<file path="src/rtl/lcs_pkg.sv">
// lcs_pkg: shared widths, error byte and FSM state encodings for the LCS byte-fetch requester.
package lcs_pkg;
   localparam int ADDR_W = 9;
   localparam int DATA_W = 8;
   localparam logic [DATA_W-1:0] ERR_BYTE = 8'hFF;
   localparam logic [1:0] IDLE = 2'd0;
   localparam logic [1:0] REQ = 2'd1;
   localparam logic [1:0] SETTLE = 2'd2;
   localparam logic [1:0] GAP = 2'd3;
endpackage

</file>
<file path="src/rtl/sync_rise_det.sv">
// sync_rise_det: 2-flop synchronizer on an asynchronous level plus a one-cycle rising-edge pulse.
module sync_rise_det (
   input  logic clk,
   input  logic rst,
   input  logic din,
   output logic rise
);
   logic [2:0] sr;
   always_ff @(posedge clk) sr <= rst ? 3'b000 : {sr[1:0], din};
   assign rise = sr[1] & ~sr[2];
endmodule

</file>
<file path="src/rtl/lcs_frame_requester.sv">
// lcs_frame_requester: walks FRAME_LEN LCS addresses with a req/ack handshake and streams the fetched bytes.
module lcs_frame_requester
   import lcs_pkg::*;
#(
   parameter int BASE_ADDR   = 184,
   parameter int FRAME_LEN   = 4,
   parameter int SETTLE_CYC  = 4,
   parameter int GAP_CYC     = 16,
   parameter int TIMEOUT_CYC = 255
) (
   input  logic              clk,
   input  logic              rst,
   input  logic              start,
   output logic              req,
   output logic [ADDR_W-1:0] addr_lcs,
   input  logic              ack,
   input  logic [DATA_W-1:0] data_lcs,
   output logic [DATA_W-1:0] byte_data,
   output logic [ADDR_W-1:0] byte_idx,
   output logic              byte_valid,
   output logic              byte_err,
   output logic              busy,
   output logic              frame_done
);
   localparam int MAX_A = TIMEOUT_CYC > SETTLE_CYC ? TIMEOUT_CYC : SETTLE_CYC;
   localparam int MAX_CYC = MAX_A > GAP_CYC ? MAX_A : GAP_CYC;
   localparam int CNT_W = $clog2(MAX_CYC + 1);
   localparam logic [CNT_W-1:0] TMO_LAST = CNT_W'(TIMEOUT_CYC - 1);
   localparam logic [CNT_W-1:0] SETTLE_LAST = CNT_W'(SETTLE_CYC - 1);
   localparam logic [CNT_W-1:0] GAP_LAST = CNT_W'(GAP_CYC - 1);
   localparam logic [ADDR_W-1:0] BASE = ADDR_W'(BASE_ADDR);
   localparam logic [ADDR_W-1:0] LAST_IDX = ADDR_W'(FRAME_LEN - 1);

   if (FRAME_LEN < 1 || BASE_ADDR + FRAME_LEN - 1 > 511) begin : g_badFrame
      $error("lcs_frame_requester: frame exceeds 9-bit LCS address space");
   end
   if (SETTLE_CYC < 1 || GAP_CYC < 1 || TIMEOUT_CYC < 2) begin : g_badTiming
      $error("lcs_frame_requester: illegal timing parameters");
   end

   logic [1:0] state;
   logic [CNT_W-1:0] cnt;
   logic ackRise;

   sync_rise_det u_ackSync (.clk(clk), .rst(rst), .din(ack), .rise(ackRise));

   always_ff @(posedge clk) begin
      if (rst) begin
         state <= IDLE;
         cnt <= '0;
         req <= 1'b0;
         addr_lcs <= BASE;
         byte_data <= '0;
         byte_idx <= '0;
         byte_valid <= 1'b0;
         byte_err <= 1'b0;
         busy <= 1'b0;
         frame_done <= 1'b0;
      end else begin
         byte_valid <= 1'b0;
         frame_done <= 1'b0;
         case (state)
            IDLE: begin
               busy <= 1'b0;
               // the frame_done cycle is still part of the finished frame, so start is dropped there
               if (start && !frame_done) begin
                  state <= REQ;
                  cnt <= '0;
                  byte_idx <= '0;
                  addr_lcs <= BASE;
                  req <= 1'b1;
                  busy <= 1'b1;
               end
            end
            REQ: begin
               if (ackRise) begin
                  state <= SETTLE;
                  cnt <= '0;
               end else if (cnt == TMO_LAST) begin
                  state <= GAP;
                  cnt <= '0;
                  req <= 1'b0;
                  byte_data <= ERR_BYTE;
                  byte_err <= 1'b1;
                  byte_valid <= 1'b1;
               end else cnt <= cnt + CNT_W'(1);
            end
            SETTLE: begin
               if (cnt == SETTLE_LAST) begin
                  state <= GAP;
                  cnt <= '0;
                  req <= 1'b0;
                  byte_data <= data_lcs;
                  byte_err <= 1'b0;
                  byte_valid <= 1'b1;
               end else cnt <= cnt + CNT_W'(1);
            end
            default: begin
               if (cnt == GAP_LAST) begin
                  cnt <= '0;
                  if (byte_idx == LAST_IDX) begin
                     state <= IDLE;
                     frame_done <= 1'b1;
                  end else begin
                     state <= REQ;
                     byte_idx <= byte_idx + ADDR_W'(1);
                     addr_lcs <= addr_lcs + ADDR_W'(1);
                     req <= 1'b1;
                  end
               end else cnt <= cnt + CNT_W'(1);
            end
         endcase
      end
   end
endmodule

</file>
<file path="config.mk">
export PLATFORM = sky130hd
export DESIGN_NAME = lcs_frame_requester
export DESIGN_NICKNAME = d
export VERILOG_FILES = /design/src/rtl/lcs_pkg.sv /design/src/rtl/sync_rise_det.sv /design/src/rtl/lcs_frame_requester.sv
export SDC_FILE = /design/constraint.sdc
export NUM_CORES = 1
export LEC_CHECK = 0
export ABC_AREA = 1
export CORE_MARGIN = 2
export CORE_UTILIZATION = 50
export DETAILED_ROUTE_END_ITERATION = 8
export GPL_ROUTABILITY_DRIVEN = 0
export PLACE_DENSITY = 0.86
export SLEW_MARGIN = 20
export SYNTH_ARGS = -nofsm -noshare
export SYNTH_HDL_FRONTEND = slang
export SYNTH_SLANG_ARGS = --single-unit
</file>
<file path="constraint.sdc">
create_clock -name clk -period 1.7 [get_ports clk]
set_input_delay 0.17 -clock clk [delete_from_list [all_inputs] [get_ports clk]]
set_output_delay 0.17 -clock clk [all_outputs]
set_load 0.02 [all_outputs]
</file>
==> results.tsv, run 1 <==
stage	metric	value	unit
run_status	status	finished, final reports clean	
final_layout	Syn-to-layout area delta	28.95	%
yosys	Area contributors post-synth	dfxtp_1 37%, nand2_1 11%, nor2_1 10%	
yosys	mux cell area share after synthesis	0	%
global_routing	first-pass GRT wire length	8645	um
worst_hold_path	Hold Path Depth	3	
worst_hold_path	Worst Hold Class	in2reg	
yosys	synthesized-area fraction occupied by adder cells	4.242	%
worst_setup_path	Worst Path Arrival	1.80	ns
floorplanning	Die Y	72.70	um
yosys	Post-Synth XOR/XNOR Area	2.969	%
detailed_routing	Iteration-0 DRC Markers	111	
final_layout	share of layout cells above drive strength 1	12.94	%
detailed_routing	WL final	5251	um
detailed_routing	ANT nets after route	0	
global_routing	global route overflow	0	
placed_design	port buffer count	42	
floorplanning	Row Count	24	
worst_setup_path	critical path class	reg2reg	
final_layout	post-route insts no fill	454	
yosys	Post-Syn Area	2360	um2
clock_network	Worst-Skew Late Latency	0.30	ns
detailed_routing	WL/cell	11.57	um
final_layout	antenna cells	0	
yosys	Synth Area in Compound Gates	10.55	%
worst_setup_path	critical path capture point type	register	
yosys	area fraction in and, or, nand and nor cells after synthesis	34.73	%
clock_network	H-tree Lvls	2	
clock_network	Sink Count	44	
yosys	post-synthesis cell count	344	
clock_network	total CTS buffers	5	
worst_setup_path	Worst EP required	1.89	ns
sta	Worst-Margin Slew	0.3022	ns
detailed_routing	routed vias/inst	5.108	
sta	skew final	0.007663	ns
pwr	PD cells	1390	nW/um2
detailed_routing	1st-pass router iterations	4	
final_layout	Final #Nets	421	
yosys	area share of the largest cell type after synthesis	37.33	%
sta	fin crit period	1.612	ns
global_routing	vias in the first global route	2055	
worst_hold_path	Worst Hold Launch	ack	
sta	period utilisation layout	94.84	%
yosys	net count after synthesis	364	
floorplanning	Die Wd	72.70	um
yosys	YS warnings	0	
sta	slew margin rel.	79.78	%
sta	Slew Limit Fails	0	
placed_design	placed cells	443	
pwr	leakage	1.249	nW
final_layout	Final Cell Area	3043	um2
yosys	register area share after synthesis	37.33	%
global_routing	GRT Overall Usage	20.31	%
detailed_routing	# DRC	0	
yosys	number of unique standard cell types used by synthesis	29	
clock_network	TritonCTS clock tree	built	
yosys	post-synth top area cell	dfxtp_1	
worst_setup_path	Worst Path Max Fanout	7	
placed_design	dpl cell area	2879	um2
yosys	Seq cells post-synth	44	
floorplanning	starting density of the core	53.10	%
detailed_routing	Via Count	2319	
global_routing	initial antenna violation count	0	
floorplanning	DIE AREA	5285	um2
sta	Final Hold Viols	0	
floorplanning	core area	4444	um2
clock_network	CTS Root Buffer Type	clkbuf_8	
sta	Max Clk Rate	620.3	MHz
pwr	worst vdd ir	0.8843	mV
worst_setup_path	R2R setup slack	0.09	ns
worst_setup_path	Reg2Reg Depth	10	
worst_hold_path	hold path endpoint	u_ackSync.sr[0]	
placed_design	DP HPWL	3793	um
clock_network	Clock Path Buffers	2	
yosys	combinational family with the most area after synthesis	simple AND/OR/NAND/NOR gates	
global_routing	largest net degree at the start of global routing	22	
run	Max Cap Violations	0	
sta	final setup fails	0	
worst_setup_path	Critical R2R Launch	state[1]	
floorplanning	I/O pins	43	
clock_network	CTS clock-pin slew for the worst setup and hold paths	0.09	ns
worst_setup_path	worst reg2reg endpoint	cnt[1]	
yosys	syn avg cell area	6.860	um2
worst_setup_path	Worst Setup Start Kind	register	
==> cell families after synthesis <==
kind of cell	count (synthesis)
xor+xnor	8
simple gates	186
compound gates	44
fa+ha+maj	8
buf+inv	54
flops	44
==> cells in the final DEF, fill, tap and decap left out, types with 8 or more instances in the layout <==
cell type / instances
a21oi_1: 17
buf_4: 13
clkdlybuf4s50_1: 42
dfxtp_1: 40
inv_1: 43
nand2_1: 68
nand3_1: 33
nor2_1: 61
o21ai_0: 19
or2_2: 8
==> synthesized netlist by cell type <==
master     n
nand2_1   69
nor2_4     1
o21bai_1   1
or2_2      8
o21ai_2    1
a21oi_4    1
xor2_1     5
nand3_4    1
o21ai_0   21
nand2_4    2
dfxtp_1   44
nor2_1    63
o211ai_2   1
a31oi_1    1
inv_1     43
clkbuf_1   3
nor2_2     1
nand3_1   33
inv_6      1
ha_1       8
clkinv_1   1
xnor2_1    3
a211oi_1   1
nand3_2    1
clkinv_2   2
nand4_1    5
buf_6      4
nor3_1     2
a21oi_1   17
==> metal layers <==
layer | vias to the layer above | wire [um] | GRT usage, %
met3 | 8 | 327 | 4.282
met5 | - | 0 | 0
met4 | 0 | 73 | 7.202
li1 | 1204 | - | -
met2 | 64 | 2568 | 34.85
met1 | 1043 | 2281 | 25.09
==> state kept, by name, indices dropped and copies added, names as in the netlist <==
signal,count
addr_lcs,9
byte_idx,9
byte_data,8
cnt,8
u_ackSync.sr,3
state,2
busy,1
byte_err,1
byte_valid,1
frame_done,1
req,1
==> cell type report <==
type,instances,area [um2]
Clock buffer,6,82.58
Clock inverter,2,15.01
Fill cell,380,1401
Inverter,47,183.9
Multi-Input combinational cell,247,1281
Sequential cell,44,885.9
Tap cell,52,65.06
Timing Repair Buffer,56,529.3
==> metrics by stage <==
step / setup WS [ns] / util (%) / TNS, ns / total power, mW / hold slack (ns)
6_report: 0.08778 / 68.47 / 0 / 4.231 / 0.4049
5_1_grt: -0.06270 / 68.47 / -0.4075 / 4.529 / 0.4335
4_1_cts: 0.003086 / 66.98 / 0 / 4.052 / 0.4040
3_5_place_dp: 0.009466 / 64.78 / 0 / 3.340 / 0.4076
3_3_place_gp: 0.05345 / 64.78 / 0 / 3.286 / 0.3942
2_1_floorplan: 0.08617 / - / 0 / 2.811 / 0.2391
==> worst max-delay path by stage <==
stage                start      endpoint  slack (ns)  cells after the start
4_1_cts           state[1]   addr_lcs[5]       0.003                      9
3_3_place_gp        cnt[0]  byte_data[4]        0.05                     10
5_1_grt             cnt[0]  byte_data[5]       -0.06                      9
6_report          state[1]        cnt[1]        0.09                     10
2_1_floorplan  byte_idx[1]   byte_idx[4]        0.09                      9
3_5_place_dp        cnt[0]  byte_data[0]       0.009                     10
==> critical path, stage by stage (launching register included) <==
cell	delay [ns]
dfxtp_2	0.37
inv_1	0.09
ha_1	0.25
inv_1	0.12
nor2_1	0.06
nand2_1	0.11
nand2_1	0.05
o21ai_0	0.16
nand2_1	0.09
nand2_2	0.14
nor2_1	0.06
==> repair_timing <==
item,4_1_cts,5_1_grt
buffers inserted,0,2
resized for setup,0,16
endpoints found under the setup margin,0,36
endpoints found under the hold margin,0,0
hold buffers,0,0
==> power by group <==
| group | leakage (nW) | internal [mW] | switching (mW) |
|---|---|---|---|
| clock | 0.0434 | 0.330 | 0.380 |
| sequential | 0.359 | 1.20 | 0.112 |
| combinational | 0.847 | 0.870 | 1.34 |
| total | 1.25 | 2.40 | 1.84 |
No activity file was read; power rests on OpenSTA's default activity.
==> run 2, diff against run 1 <==
Settings changed: MAX_ROUTING_LAYER set to met4.
==> run 2 against run 1 <==
  * Critical path depth unchanged
  * Power about the same
  * Fmax about the same
  * Combinational power about the same
  * Clock power about the same
  * Largest cell class unchanged
  * Highest routed layer unchanged
==> results.tsv, run 2 (synthesized netlist as in run 1, its figures left out) <==
stage	metric	value	unit	change
worst_setup_path	critical path depth	10		unchanged
detailed_routing	Iteration-0 DRC Markers	111		unchanged
clock_network	number of hold buffers added after CTS	0		unchanged
pwr	Comb power frac	52.3	%	about the same
detailed_routing	WL/cell	11.57	um	about the same
pwr	leakage	1.249	nW	unchanged
worst_setup_path	worst reg2reg endpoint	cnt[1]		
worst_setup_path	worst setup path endpoint	cnt[1]		
worst_setup_path	Worst Path Max Fanout	7		unchanged
final_layout	largest registers	addr_lcs: 9 flops, byte_idx: 9 flops		
final_layout	Final Util	68.47	%	unchanged
floorplanning	I/O pins	43		unchanged
global_routing	vias in the first global route	2055		unchanged
detailed_routing	routed vias/inst	5.106		about the same
global_routing	initial antenna violation count	0		unchanged
worst_setup_path	slowest stage cell, crit path	dfxtp_2		
pwr	Clock Power Share	16.8	%	about the same
final_layout	antenna cells	0		unchanged
final_layout	post-route insts no fill	454		unchanged
clock_network	CTS Root Buffer Type	clkbuf_8		
final_layout	Final #Nets	421		unchanged
floorplanning	Row Count	24		unchanged
global_routing	GRT Overall Usage	20.90	%	+0.60 points
sta	final setup fails	0		unchanged
clock_network	CTS clock-pin slew for the worst setup and hold paths	0.09	ns	about the same
pwr	P_sw	1.836	mW	about the same
final_layout	most common cell after layout, fill and taps aside	nand2_1		
detailed_routing	ANT nets after route	0		unchanged
sta	Total Negative Setup Slacks	0	ns	unchanged
floorplanning	DIE AREA	5285	um2	unchanged
sta	slew margin rel.	79.78	%	unchanged
sta	Slew Limit Fails	0		unchanged
worst_setup_path	crit-path max cell delay	0.37	ns	about the same
detailed_routing	Via Count	2318		-0.043%
placed_design	port buffer count	42		unchanged
worst_setup_path	Reg2Reg Depth	10		unchanged
worst_setup_path	crit path cell chain	inv_1 -> ha_1 -> inv_1 -> nor2_1 -> nand2_1 -> nand2_1 -> o21ai_0 -> nand2_1 -> nand2_2 -> nor2_1		
final_layout	Syn-to-layout area delta	28.95	%	unchanged
clock_network	total CTS buffers	5		unchanged
sta	Worst-Margin Slew	0.3022	ns	unchanged
detailed_routing	# DRC	0		unchanged
run_status	status	finished, final reports clean		
floorplanning	core area	4444	um2	unchanged
floorplanning	starting density of the core	53.10	%	unchanged
worst_setup_path	Worst Path Arrival	1.80	ns	about the same
global_routing	largest net degree at the start of global routing	22		unchanged
pwr	PD cells	1391	nW/um2	about the same
sta	period utilisation layout	94.84	%	about the same
worst_setup_path	critical path capture point type	register		
placed_design	placed cells	443		unchanged
sta	Final Hold Viols	0		unchanged
worst_setup_path	Top cell by count, worst path	nand2_1		
worst_setup_path	Worst EP required	1.89	ns	about the same
placed_design	DP HPWL	3793	um	unchanged
final_layout	commonest non-fill, non-tap cells in the layout	68 x nand2_1, 61 x nor2_1, 43 x inv_1		
clock_network	Clock Path Buffers	2		unchanged
pwr	Sw Ratio	43.39	%	about the same
worst_setup_path	Critical R2R Launch	state[1]		
worst_hold_path	Worst Hold Class	in2reg		
sta	Max Clk Rate	620.2	MHz	about the same
sta	fin crit period	1.612	ns	+0.00009370 ns
global_routing	global route overflow	0		unchanged
clock_network	H-tree Lvls	2		unchanged
worst_setup_path	Worst Setup Start Kind	register		
worst_setup_path	critical path class	reg2reg		
sta	Hold WS	0.4049	ns	-0.00003500 ns
pwr	Int Pwr	2.395	mW	about the same
clock_network	Sink Count	44		unchanged
floorplanning	Die Wd	72.70	um	unchanged
detailed_routing	1st-pass router iterations	4		unchanged
worst_setup_path	Crit path max-delay family	simple AND/OR/NAND/NOR gates		
worst_setup_path	R2R setup slack	0.09	ns	about the same
final_layout	fill count	380		unchanged
sta	skew final	0.007695	ns	+0.00003161 ns
worst_setup_path	CP Launch Point	state[1]		
pwr	worst vdd ir	0.8850	mV	about the same
clock_network	Worst-Skew Late Latency	0.30	ns	about the same
run	Max Cap Violations	0		unchanged
final_layout	share of layout cells above drive strength 1	12.94	%	unchanged
worst_setup_path	crit path buf inv count	2		unchanged
clock_network	TritonCTS clock tree	built		
global_routing	first-pass GRT wire length	8645	um	unchanged
detailed_routing	WL final	5253	um	about the same
floorplanning	Die Y	72.70	um	unchanged
pwr	Sequential Power Share	30.9	%	about the same
==> run 2: worst min-delay path by stage <==
stage | slack, ns | to | cells past startpoint | startpoint
floorplan | 0.24 | addr_lcs[1] | 1 | rst
global placement | 0.39 | u_ackSync.sr[1] | 2 | u_ackSync.sr[0]
detailed placement | 0.41 | u_ackSync.sr[1] | 2 | u_ackSync.sr[0]
CTS | 0.40 | u_ackSync.sr[0] | 3 | ack
global route | 0.43 | u_ackSync.sr[0] | 3 | ack
finish | 0.40 | u_ackSync.sr[0] | 3 | ack
==> run 2: stage by stage <==
| stage | setup WS (ns) | cell area (um2) | power [mW] |
|---|---|---|---|
| floorplan | 0.08617 | 2360 | 2.811 |
| global placement | 0.05345 | 2879 | 3.286 |
| finish | 0.08769 | 3043 | 4.232 |
| detailed placement | 0.009466 | 2879 | 3.340 |
| CTS | 0.003086 | 2977 | 4.052 |
| global route | -0.06270 | 3043 | 4.529 |
==> run 2: cell type report <==
cell class / count / area, um2 / area share, %
Inverter: 47 / 183.9 / 6.044
Clock inverter: 2 / 15.01 / 0.4934
Multi-Input combinational cell: 247 / 1281 / 42.11
Clock buffer: 6 / 82.58 / 2.714
Timing Repair Buffer: 56 / 529.3 / 17.39
Sequential cell: 44 / 885.9 / 29.11
Tap cell: 52 / 65.06 / 2.138
==> run 2: power groups by stage <==
stage	Sequential [mW]	Combinational [mW]	Clock, mW
floorplan	1.44	1.37	0
global placement	1.31	1.97	0
detailed placement	1.32	2.02	0
CTS	1.30	2.03	0.724
global route	1.33	2.43	0.765
finish	1.31	2.21	0.710
==> run 2: metal layers <==
| layer | vias up | GRT usage (%) | share of wire (%) |
|---|---|---|---|
| met5 | - | - | 0 |
| met4 | 0 | 7.202 | 1.4 |
| met3 | 8 | 4.144 | 6.0 |
| met2 | 61 | 34.85 | 49 |
| met1 | 1045 | 25.17 | 44 |
| li1 | 1204 | - | - |
==> run 2: repair_timing <==
action                                  CTS  global route
setup buffers                             0             2
resized for setup                         0            16
endpoints found under the setup margin    0            36
==> run 2: worst min-delay path, stage by stage <==
cell and delay [ns]:
clkdlybuf4s50_1 0.40, inv_1 0.06, nor2_1 0.03
==> run 3, diff against run 2 <==
Settings changed: PLACE_DENSITY 0.86 to 0.77.
==> run 3 against run 2 <==
  * Worst hold slack worse by 0.0092 ns
  * Global-route usage hardly changed
  * Final area is 0.16% lower
  * Utilization is 0.11 points lower
  * Clock skew hardly changed
  * Power is 0.80% lower
  * Count of clock-buffer cells in the layout is 2 higher
  * First-iteration DRC count is 15% higher
  * Non-clock buffer count is 1 higher
  * Sequential share of layout area hardly changed
==> results.tsv, run 3 (synthesized netlist as in run 1, its figures left out) <==
stage	metric	value	unit	change
detailed_routing	met3 routed WL	244	um	-23%
final_layout	multi-input logic area	1281	um2	unchanged
clock_network	H-tree Lvls	2		unchanged
sta	final setup fails	0		unchanged
final_layout	storage element area	884.6	um2	-0.14%
final_layout	fill count	405		+6.6%
sta	period utilisation layout	95.12	%	+0.28 points
clock_network	number of hold buffers added after CTS	0		unchanged
global_routing	first-pass GRT wire length	8721	um	+0.88%
detailed_routing	WL final	5129	um	-2.4%
sta	Total Negative Setup Slacks	0	ns	unchanged
pwr	worst vdd ir	0.9096	mV	+2.8%
sta	Final Hold Viols	0		unchanged
placed_design	placed cells	443		unchanged
detailed_routing	Iteration-0 DRC Markers	128		+15%
worst_setup_path	crit path buf inv count	2		unchanged
global_routing	initial antenna violation count	0		unchanged
worst_setup_path	Worst Path Arrival	1.81	ns	about the same
worst_setup_path	CP Launch Point	state[1]		
clock_network	Clock Path Buffers	2		unchanged
clock_network	Sink Count	44		unchanged
global_routing	global route overflow	0		unchanged
floorplanning	I/O pins	43		unchanged
final_layout	largest registers	addr_lcs: 9 flops, byte_idx: 9 flops		
worst_setup_path	Reg2Reg Depth	10		unchanged
final_layout	share of layout cells above drive strength 1	13.40	%	+0.46 points
pwr	leakage	1.255	nW	+0.46%
detailed_routing	uppermost layer routed	met4		
detailed_routing	1st-pass router iterations	5		+1
final_layout	antenna cells	0		unchanged
worst_setup_path	worst reg2reg endpoint	state[0]		
floorplanning	DIE AREA	5285	um2	unchanged
sta	Max Clk Rate	618.4	MHz	-0.30%
detailed_routing	routed vias/inst	4.971		-2.6%
worst_setup_path	critical path depth	10		unchanged
clock_network	CTS Root Buffer Type	clkbuf_8		
final_layout	commonest non-fill, non-tap cells in the layout	67 x nand2_1, 60 x nor2_1, 42 x inv_1, 42 x clkdlybuf4s50_1, 41 x dfxtp_1		
worst_hold_path	Worst Hold Class	in2reg		
final_layout	Final #Nets	422		+0.24%
floorplanning	Die Y	72.70	um	unchanged
final_layout	most common cell after layout, fill and taps aside	nand2_1		
worst_setup_path	crit path cell chain	inv_1 -> ha_1 -> inv_1 -> nor2_1 -> nand2_1 -> o21ai_0 -> nor2_1 -> nand2_1 -> nand2_1 -> nor2_1		
detailed_routing	Via Count	2262		-2.4%
final_layout	Syn-to-layout area delta	28.74	%	
sta	skew final	0.007485	ns	-0.0002100 ns
worst_setup_path	Worst Setup Start Kind	register		
floorplanning	starting density of the core	53.10	%	unchanged
worst_setup_path	R2R setup slack	0.08	ns	about the same
detailed_routing	DRT met1 WL	2429	um	+6.3%
sta	Slew Limit Fails	0		unchanged
sta	slew margin rel.	77.30	%	-2.5 points
final_layout	post-route insts no fill	455		+0.22%
detailed_routing	# DRC	0		unchanged
detailed_routing	met2 wire length	2416	um	-6.2%
worst_setup_path	critical path class	reg2reg		
sta	fin crit period	1.617	ns	+0.004770 ns
sta	Worst-Margin Slew	0.3392	ns	+0.03708 ns
detailed_routing	WL/cell	11.27	um	-2.6%
floorplanning	Row Count	24		unchanged
worst_setup_path	slowest stage cell, crit path	dfxtp_2		
worst_setup_path	Worst EP required	1.89	ns	about the same
final_layout	Final Util	68.36	%	-0.11 points
clock_network	CTS clock-pin slew for the worst setup and hold paths	0.08	ns	about the same
worst_setup_path	Worst Path Max Fanout	4		-3
worst_setup_path	Critical R2R Launch	state[1]		
global_routing	vias in the first global route	2041		-0.68%
run	Max Cap Violations	0		unchanged
sta	Hold WS	0.3958	ns	-0.009151 ns
worst_setup_path	crit-path max cell delay	0.37	ns	about the same
detailed_routing	ANT nets after route	0		unchanged
run_status	status	finished, final reports clean		
placed_design	DP HPWL	3747	um	-1.2%
floorplanning	Die Wd	72.70	um	unchanged
clock_network	Worst-Skew Late Latency	0.30	ns	about the same
clock_network	total CTS buffers	5		unchanged
clock_network	TritonCTS clock tree	built		
placed_design	port buffer count	42		unchanged
global_routing	GRT Overall Usage	20.86	%	-0.047 points
pwr	PD cells	1382	nW/um2	-0.63%
worst_setup_path	worst setup path endpoint	state[0]		
floorplanning	core area	4444	um2	unchanged
global_routing	largest net degree at the start of global routing	22		unchanged
worst_setup_path	Crit path max-delay family	simple AND/OR/NAND/NOR gates		
worst_setup_path	critical path capture point type	register		
==> run 3: cell count changes in the layout (fill, tap and decap cells not counted), sizes merged <==
cell and delta:
buf +1, clkbuf +2, clkinvlp -2
==> run 3: worst min path at each step <==
stage,startpoint,end,slack [ns],cells after the start
floorplan,rst,addr_lcs[1],0.24,1
global route,ack,u_ackSync.sr[0],0.43,3
detailed placement,u_ackSync.sr[0],u_ackSync.sr[1],0.40,2
finish,ack,u_ackSync.sr[0],0.40,3
global placement,u_ackSync.sr[0],u_ackSync.sr[1],0.40,2
CTS,ack,u_ackSync.sr[0],0.39,3
==> run 3: timing repair <==
item | CTS | global route
endpoints found under the setup margin | 0 | 36
buffers inserted | 0 | 3
gates resized for setup | 0 | 16
==> run 3: power by group <==
group / internal, mW / switching (mW) / leakage [nW] / total (mW)
sequential: 1.19 / 0.115 / 0.359 / 1.31
combinational: 0.862 / 1.35 / 0.851 / 2.21
clock: 0.332 / 0.344 / 0.0455 / 0.676
==> run 3: cell type report <==
class / instances / share of cell area, %
Sequential cell: 44 / 29.12
Timing Repair Buffer: 57 / 17.55
Multi-Input combinational cell: 247 / 42.17
Tap cell: 52 / 2.142
Clock buffer: 8 / 2.965
Inverter: 47 / 6.054
==> run 3: tightest hold or removal path: cells and delay by family <==
family / cells / cell delay (ns)
and+or+nand+nor: 1 / 0.03
buffers and inverters: 2 / 0.45
==> run 3: stage by stage <==
| step | power (mW) | cell area (um2) | setup WS, ns |
|---|---|---|---|
| 2_1_floorplan | 2.811 | 2360 | 0.08617 |
| 3_3_place_gp | 3.350 | 2879 | 0.05758 |
| 3_5_place_dp | 3.382 | 2879 | 0.02223 |
| 4_1_cts | 4.057 | 2969 | 0.008549 |
| 5_1_grt | 4.502 | 3038 | -0.001414 |
| 6_report | 4.198 | 3038 | 0.08292 |
==> run 3: per-layer routing <==
metal,global-route usage [%],vias to the layer above
li1,-,1201
met3,4.282,5
met2,34.85,59
met4,4.733,0
met1,25.99,997
met5,-,-
